--- config.mk ---
export PLATFORM = sky130hd
export DESIGN_NAME = fp_accum_seq
export DESIGN_NICKNAME = d
export VERILOG_FILES = /design/src/rtl/fp_accum_seq.sv
export SDC_FILE = /design/constraint.sdc
export NUM_CORES = 1
export LEC_CHECK = 0
export ABC_AREA = 1
export CAP_MARGIN = 20
export CORE_UTILIZATION = 37
export DETAILED_ROUTE_END_ITERATION = 6
export GPL_TIMING_DRIVEN = 1
export HOLD_SLACK_MARGIN = 0.1
export SETUP_SLACK_MARGIN = 0.3
export SLEW_MARGIN = 20
export SYNTH_ARGS = -nofsm -noshare
export SYNTH_HDL_FRONTEND = slang
export SYNTH_SLANG_ARGS = --single-unit
--- constraint.sdc ---
create_clock -name clk -period 4.66 [get_ports clk]
set_input_delay 0.699 -clock clk [delete_from_list [all_inputs] [get_ports clk]]
set_output_delay 0.699 -clock clk [all_outputs]
set_load 0.01 [all_outputs]
--- src/rtl/fp_accum_seq.sv ---
// fp_accum_seq: feeds a float stream through an external fpadd, one add at a time.
// Define FPACC_TIMEOUT_EN to add a WAIT-state watchdog with sticky acc_err.
module fp_accum_seq #(
  parameter int CNT_W   = 16,
  parameter int TMO_CYC = 255
) (
  input  logic             clk,
  input  logic             reset,
  input  logic             in_valid,
  input  logic [31:0]      in_data,
  input  logic             in_last,
  output logic             in_ready,
  output logic             add_start,
  output logic [31:0]      add_a,
  output logic [31:0]      add_b,
  input  logic [31:0]      add_sum,
  input  logic             add_done,
  output logic             acc_valid,
  output logic [31:0]      acc_result,
  output logic [CNT_W-1:0] acc_count,
  output logic             acc_err
);

  typedef enum logic [2:0] {
    IDLE,
    ISSUE,
    SETTLE,
    WAIT,
    OUT
  } state_e;

  state_e           state_q, state_d;
  logic [31:0]      acc_q, acc_d;
  logic [31:0]      elem_q, elem_d;
  logic [31:0]      res_q, res_d;
  logic [CNT_W-1:0] cnt_q, cnt_d;
  logic [CNT_W-1:0] rcnt_q, rcnt_d;
  logic             last_q, last_d;
  logic             rdy_q, rdy_d;
  logic             start_q, start_d;
  logic             vld_q, vld_d;
  logic             tmo;

`ifdef FPACC_TIMEOUT_EN
  localparam int TW = $clog2(TMO_CYC + 1);

  logic [TW-1:0] wd_q, wd_d;
  logic          err_q, err_d;

  assign tmo = (state_q == WAIT) && !add_done
            && (wd_q == TW'(TMO_CYC - 1));

  always_comb begin
    wd_d  = '0;
    err_d = err_q | tmo;
    if (state_q == WAIT && !add_done)
      wd_d = wd_q + 1'b1;
  end

  always_ff @(posedge clk or posedge reset) begin
    if (reset) begin
      wd_q  <= '0;
      err_q <= 1'b0;
    end else begin
      wd_q  <= wd_d;
      err_q <= err_d;
    end
  end

  assign acc_err = err_q;
`else
  logic unused_tmo;

  assign unused_tmo = ^TMO_CYC;
  assign tmo        = 1'b0;
  assign acc_err    = 1'b0;
`endif

  always_comb begin
    state_d = state_q;
    acc_d   = acc_q;
    elem_d  = elem_q;
    cnt_d   = cnt_q;
    last_d  = last_q;
    res_d   = res_q;
    rcnt_d  = rcnt_q;
    start_d = 1'b0;
    vld_d   = 1'b0;
    unique case (state_q)
      IDLE: begin
        if (rdy_q && in_valid) begin
          elem_d = in_data;
          last_d = in_last;
          cnt_d  = (&cnt_q) ? cnt_q : cnt_q + 1'b1;
          // first element seeds the accumulator without an add
          if (cnt_q == '0) begin
            acc_d = in_data;
            if (in_last)
              state_d = OUT;
          end else begin
            state_d = ISSUE;
            start_d = 1'b1;
          end
        end
      end
      ISSUE:  state_d = SETTLE;
      SETTLE: state_d = WAIT;
      WAIT: begin
        if (add_done) begin
          acc_d   = add_sum;
          state_d = last_q ? OUT : IDLE;
        end else if (tmo) begin
          state_d = OUT;
        end
      end
      OUT: begin
        acc_d   = '0;
        cnt_d   = '0;
        state_d = IDLE;
      end
      default: state_d = IDLE;
    endcase
    if (state_d == OUT) begin
      vld_d  = 1'b1;
      res_d  = acc_d;
      rcnt_d = cnt_d;
    end
    rdy_d = (state_d == IDLE);
  end

  always_ff @(posedge clk or posedge reset) begin
    if (reset) begin
      state_q <= IDLE;
      acc_q   <= '0;
      elem_q  <= '0;
      res_q   <= '0;
      cnt_q   <= '0;
      rcnt_q  <= '0;
      last_q  <= 1'b0;
      rdy_q   <= 1'b0;
      start_q <= 1'b0;
      vld_q   <= 1'b0;
    end else begin
      state_q <= state_d;
      acc_q   <= acc_d;
      elem_q  <= elem_d;
      res_q   <= res_d;
      cnt_q   <= cnt_d;
      rcnt_q  <= rcnt_d;
      last_q  <= last_d;
      rdy_q   <= rdy_d;
      start_q <= start_d;
      vld_q   <= vld_d;
    end
  end

  assign in_ready   = rdy_q;
  assign add_start  = start_q;
  assign add_a      = acc_q;
  assign add_b      = elem_q;
  assign acc_valid  = vld_q;
  assign acc_result = res_q;
  assign acc_count  = rcnt_q;

endmodule

==> results of run 1 <==
[worst max path at each step]
stage,startpoint,end
6_report,cnt_q[0]$_DFF_PP0_,acc_count[12]$_DFFE_PP0N_
5_1_grt,cnt_q[0]$_DFF_PP0_,acc_result[19]$_DFFE_PP0N_
4_1_cts,cnt_q[0]$_DFF_PP0_,acc_count[12]$_DFFE_PP0N_
3_5_place_dp,in_valid,acc_count[12]$_DFFE_PP0N_
3_3_place_gp,in_valid,acc_count[11]$_DFFE_PP0N_
2_1_floorplan,reset,acc_count[0]$_DFFE_PP0N_
[logic make-up (layout without fill, tap and decap cells)]
family / count (synthesis) / count (layout) / share of synthesized area [%]
AOI/OAI and AO/OA: 76 / 76 / 9.60
xor gates and xnor gates: 6 / 6 / 0.797
adders and majority gates: 2 / 2 / 0.379
buffers and inverters: 136 / 319 / 8.63
DFF: 135 / 135 / 51.2
other: 1 / 1 / 0.0569
and+or+nand+nor: 485 / 485 / 29.3
[worst max-delay path, stage by stage (launching register included)]
cell	delay (ns)
dfrtp_1	0.47
inv_1	0.15
ha_1	0.17
nand4_1	0.10
nor2_1	0.18
nand2_1	0.18
o21ai_4	0.52
inv_2	0.54
nand2_1	0.17
o21ai_1	0.08
[metal layers]
layer	wire length, um	up-vias	part of all wire [%]	GRT usage (%)
met5	0	-	0	0
met4	188	0	0.99	5.81
met3	1230	16	6.5	5.54
met2	8590	180	45	33.3
met1	8970	2710	47	29.8
li1	-	2950	-	-
[sequential cells by signal, indices dropped and copies added (netlist names)]
| register | count |
|---|---|
| acc_count | 16 |
| acc_result | 32 |
| acc_valid | 1 |
| add_a | 32 |
| add_b | 32 |
| add_start | 1 |
| cnt_q | 16 |
| in_ready | 1 |
| last_q | 1 |
| state_q | 3 |
[area by class of cell]
cell class	instances	area share [%]
Sequential cell	135	36.7
Multi-Input combinational cell	570	28.8
Tap cell	225	3.06
Timing Repair Buffer	190	20.5
Clock buffer	18	4.77
Clock inverter	14	2.23
Inverter	97	4.01
[power groups by stage]
| stage | combinational (mW) | clock [mW] | sequential, mW |
|---|---|---|---|
| floorplan | 1.17 | 0 | 2.13 |
| global placement | 2.52 | 0 | 1.99 |
| detailed placement | 2.54 | 0 | 1.99 |
| CTS | 2.55 | 1.50 | 1.98 |
| global route | 2.78 | 1.55 | 2.04 |
| finish | 2.52 | 1.47 | 1.98 |
[layout by cell type, fill, tap and decap left out, drive strengths merged]
master         netlist  final
nand2              380    380
clkdlybuf4s50        0    183
dfrtp              135    135
inv                 97     97
nor2                56     56
nand3               35     35
o22ai               32     32
o21bai              32     32
clkbuf              12     18
nand4                9      9
clkinv               0      8
buf                 27      7
xor2                 5      5
bufinv               0      5
o21ai                5      5
o211ai               4      4
nor3                 4      4
a21oi                2      2
ha                   2      2
or2                  1      1
xnor2                1      1
a211oi               1      1
conb                 1      1
clkinvlp             0      1
[per-stage QoR]
step | setup slack, ns | instance area, um^2
after floorplan | 0.350 | 6590
after global placement | 1.62 | 8560
after detailed placement | 1.57 | 8560
after CTS | 1.91 | 9200
after global routing | 1.73 | 9200
final | 1.94 | 9200
==> flow_metrics.env, run 1 <==
export IMPL_fin_tns_setup_ns=0
export IMPL_async_flop_share_pct=100
export IMPL_avgSynthCellArea_um2=7.84
export IMPL_antenna_found_initial=0
export IMPL_clock_root_buffer="clkbuf_16"
export IMPL_whs_ns=0.468
export IMPL_firstDrtPassIters=5
export IMPL_start_util_pct=38.0
export IMPL_die_area_mm2=0.0184
export IMPL_seqCellArea_mm2=0.00338
export IMPL_portBuffers=183
export IMPL_antenna_cells=0
export IMPL_period_minus_slack_ns=2.72
export IMPL_cellPowerDensity_mw_per_mm2=649
export IMPL_htreeDepth=4
export IMPL_drc_errors=0
export IMPL_required_ns=4.93
export IMPL_synth_seq_area_share_pct=51.2
export IMPL_synth_area_leader_cell="dfrtp_1"
export IMPL_area_delta_synth_final_pct=39.6
export IMPL_netlist_instances=841
export IMPL_insertion_delay_ns=0.42
export IMPL_dp_hpwl_um=13100
export IMPL_viasPerCell=4.69
export IMPL_syn_area_mm2=0.00659
export IMPL_p_sw_share_pct=35.0
export IMPL_place_congestion=0.904
export IMPL_core_area_mm2=0.0174
export IMPL_switchingPower_mw=2.09
export IMPL_gr_total_overflow=0
export IMPL_tightest_slew_ns=0.916
export IMPL_leakage_nw=4.76
export IMPL_cts_buffer_depth=2
export IMPL_p_int_mw=3.88
export IMPL_placedCellCount=1217
export IMPL_antenna_left=0
export IMPL_drive_gt1_share_pct=8.30
export IMPL_post_route_util_pct=53.0
export IMPL_drt_initial_drc_count=281
export IMPL_multi_input_area_mm2=0.00265
export IMPL_nets=1082
export IMPL_io_pins=185
export IMPL_synth_warnings=0
export IMPL_cts_inserted_buffers=17
export IMPL_worstSetupPathType="flop to flop"
export IMPL_n_fill_cell=1697
export IMPL_peakVddDrop_v=0.000311
export IMPL_cp_end_kind="flop"
export IMPL_status="finished clean"
export IMPL_path_clk_slew_ns=0.06
export IMPL_grt_max_degree=85
export IMPL_worstHoldStart="add_b[5]$_DFFE_PP0P_"
export IMPL_synth_nets=912
export IMPL_synth_distinct_cells=33
export IMPL_maxCapViolCount=0
export IMPL_clock_sinks=135
export IMPL_wire_per_inst_um=15.2
export IMPL_r2r_end="acc_count[12]$_DFFE_PP0N_"
export IMPL_synth_edf_count=0
export IMPL_start_kind="flop"
export IMPL_slew_headroom_pct=38.8
export IMPL_r2r_start="cnt_q[0]$_DFF_PP0_"
export IMPL_synthTopCellsByCount="377 x nand2_1, 135 x dfrtp_1, 92 x inv_1"
export IMPL_synth_area_leaders="dfrtp_1 51%, nand2_1 21%, inv_1 5.2%, o21bai_2 4.8%, o22ai_1 3.0%"
export IMPL_r2r_cells=9
export IMPL_fmax_ghz=0.368
export IMPL_routed_wl_um=19000
export IMPL_grt_util_all_layers_pct=21.5
export IMPL_hold_path_endpoint="add_b[5]$_DFFE_PP0P_"
export IMPL_die_height_um=135
export IMPL_postCtsHoldBufs=0
export IMPL_synth_ff_type="dfrtp_1"
export IMPL_yosysTopAreaCellShare_pct=51.2
export IMPL_cts_setup_buffers=0
export IMPL_fin_total_pwr_mw=5.97
export IMPL_die_x_um=135
export IMPL_ctsResizeCount=0
export IMPL_hp_class="flop to flop"
export IMPL_grt_pass1_vias=5526
export IMPL_rsz0062_at_grt="no"
export IMPL_num_rows=48
export IMPL_pwr_share_comb_pct=42.2
export IMPL_min_path_cells=2
export IMPL_final_cell_count_no_fill=1249
export IMPL_drv_slew=0
export IMPL_cts_tree="built"
export IMPL_rrSetupSlack_ns=1.94
export IMPL_ys_seq_elements=135
export IMPL_grt_pass1_wl_um=29900
export IMPL_hold_violations=0
export IMPL_critPathArrivalTime_ns=2.98
export IMPL_crit_fanout=50
export IMPL_synth_most_common_cell="nand2_1"
export IMPL_p_clk_share_pct=24.7
export IMPL_min_period_over_period_pct=58.3
export IMPL_setup_viol=0
export IMPL_skew_ns=0.00602
export IMPL_vias=5856
export IMPL_pwr_share_seq_pct=33.1
No activity file was read; power rests on OpenSTA's default activity.
==> inputs of run 2 (changes only) <==
clock period = 2.8 ns   (was 4.66 ns; I/O delays follow)
==> run 2 against run 1 <==
Critical path depth unchanged. Critical endpoint is now acc_result[7]$_DFFE_PP0N_. Register-to-register slack worse by 1.3 ns. Largest power group unchanged. Critical path type unchanged. Die area is the same. Worst hold slack improved by 0.0019 ns. Global-route usage rose by 0.53 points.
==> flow_metrics.env, run 2 (synthesis results as in run 1) <==
export IMPL_status="finished clean"
export IMPL_r2r_start="cnt_q[0]$_DFF_PP0_"
export IMPL_rsz0062_at_grt="no"
export IMPL_cellPowerDensity_mw_per_mm2=1080
export IMPL_whs_ns=0.470
export IMPL_grt_util_all_layers_pct=22.1
export IMPL_path_clk_slew_ns=0.06
export IMPL_grt_pass1_wl_um=30600
export IMPL_place_area_mm2=0.00864
export IMPL_hold_path_endpoint="add_b[9]$_DFFE_PP0P_"
export IMPL_cts_buffer_depth=2
export IMPL_clock_root_buffer="clkbuf_16"
export IMPL_clock_sinks=135
export IMPL_required_ns=3.16
export IMPL_post_route_util_pct=53.4
export IMPL_routed_wl_um=19600
export IMPL_gr_total_overflow=0
export IMPL_place_congestion=0.852
export IMPL_core_area_mm2=0.0174
export IMPL_area_delta_synth_final_pct=40.6
export IMPL_grt_pass1_vias=5588
export IMPL_io_pins=185
export IMPL_num_rows=48
export IMPL_slew_headroom_pct=36.0
export IMPL_dp_hpwl_um=13200
export IMPL_mostFrequentLayoutCell="nand2_1"
export IMPL_critPathArrivalTime_ns=2.56
export IMPL_die_area_mm2=0.0184
export IMPL_min_path_cells=2
export IMPL_fin_tns_setup_ns=0
export IMPL_ctsResizeCount=0
export IMPL_r2r_cells=9
export IMPL_leakage_nw=4.78
export IMPL_die_x_um=135
export IMPL_nets=1088
export IMPL_rrSetupSlack_ns=0.60
export IMPL_cts_inserted_buffers=17
export IMPL_antenna_left=0
export IMPL_stdcell_area_mm2=0.00927
export IMPL_fmax_ghz=0.454
export IMPL_maxCapViolCount=0
export IMPL_drive_gt1_share_pct=8.64
export IMPL_final_cell_count_no_fill=1255
export IMPL_htreeDepth=4
export IMPL_viasPerCell=4.73
export IMPL_setup_viol=0
export IMPL_antenna_found_initial=0
export IMPL_portBuffers=183
export IMPL_period_minus_slack_ns=2.20
export IMPL_firstDrtPassIters=5
export IMPL_worstSetupPathType="flop to flop"
export IMPL_die_height_um=135
export IMPL_placedCellCount=1223
export IMPL_grt_max_degree=136
export IMPL_skew_ns=0.00911
export IMPL_antenna_cells=0
export IMPL_peakVddDrop_v=0.000504
export IMPL_vias=5942
export IMPL_cts_setup_buffers=0
export IMPL_cts_tree="built"
export IMPL_start_util_pct=38.0
export IMPL_insertion_delay_ns=0.43
export IMPL_start_kind="flop"
export IMPL_mostFrequentLayoutCells="377 x nand2_1, 183 x clkdlybuf4s50_1, 135 x dfrtp_1"
export IMPL_crit_fanout=48
export IMPL_min_period_over_period_pct=78.7
export IMPL_wire_per_inst_um=15.6
export IMPL_drv_slew=0
export IMPL_hp_class="flop to flop"
export IMPL_postCtsHoldBufs=0
export IMPL_worstHoldStart="add_b[9]$_DFFE_PP0P_"
export IMPL_drc_errors=0
export IMPL_tightest_slew_ns=0.959
export IMPL_r2r_end="acc_result[7]$_DFFE_PP0N_"
export IMPL_drt_initial_drc_count=402
export IMPL_hold_violations=0
export IMPL_cp_end_kind="flop"
-- run 2: cell types whose count changed in the layout (fill, tap and decap cells not counted), sizes merged --
cell,change
buf,+6
bufinv,-1
clkbuf,+2
clkinv,-3
clkinvlp,+3
inv,-1
-- run 2: layer usage --
metal | part of all wire [%] | global-route usage (%)
met1 | 47 | 30.7
met2 | 44 | 33.1
met3 | 7.0 | 5.57
met4 | 2.0 | 8.05
met5 | 0 | 0
-- run 2: metrics by stage --
stage          setup slack, ns  power, mW
6_report                 0.595       9.99
5_1_grt                  0.351       10.6
4_1_cts                  0.586       10.1
3_5_place_dp             0.364       7.61
3_3_place_gp             0.376       7.57
2_1_floorplan            0.701       5.49
-- run 2: power by group --
| group | leakage (nW) | switching (mW) | internal [mW] |
|---|---|---|---|
| registers | 1.76 | 0.549 | 2.75 |
| clock network | 0.302 | 0.877 | 1.53 |
| logic | 2.72 | 2.12 | 2.16 |
| total | 4.78 | 3.54 | 6.44 |
-- run 2: worst max-delay path by stage --
| stage | start | end | slack [ns] | cells after the start |
|---|---|---|---|---|
| 2_1_floorplan | reset | acc_count[0]$_DFFE_PP0N_ | 0.70 | 1 |
| 3_3_place_gp | in_valid | add_b[18]$_DFFE_PP0P_ | 0.38 | 8 |
| 3_5_place_dp | in_valid | add_b[28]$_DFFE_PP0P_ | 0.36 | 8 |
| 4_1_cts | cnt_q[0]$_DFF_PP0_ | acc_result[28]$_DFFE_PP0N_ | 0.59 | 9 |
| 5_1_grt | cnt_q[0]$_DFF_PP0_ | acc_result[20]$_DFFE_PP0N_ | 0.35 | 9 |
| 6_report | cnt_q[0]$_DFF_PP0_ | acc_result[7]$_DFFE_PP0N_ | 0.60 | 9 |
-- run 2: layout make-up --
class                   count  area (um^2)
clock buffers              20          457
clock inverters            12          175
fillers                  1681         8080
inverters                  97          368
multi-input cells         570         2650
flip-flops and latches    135         3380
well taps                 225          282
repair buffers            196         1970
-- run 2: worst max-delay path: stages, from the launching register on --
cell and delay, ns:
dfrtp_1 0.45, inv_1 0.14, ha_1 0.17, nand4_1 0.10, nor2_1 0.21, nand2_1 0.17, o21ai_4 0.16, buf_4 0.52
nand2_1 0.13, nand2_1 0.09
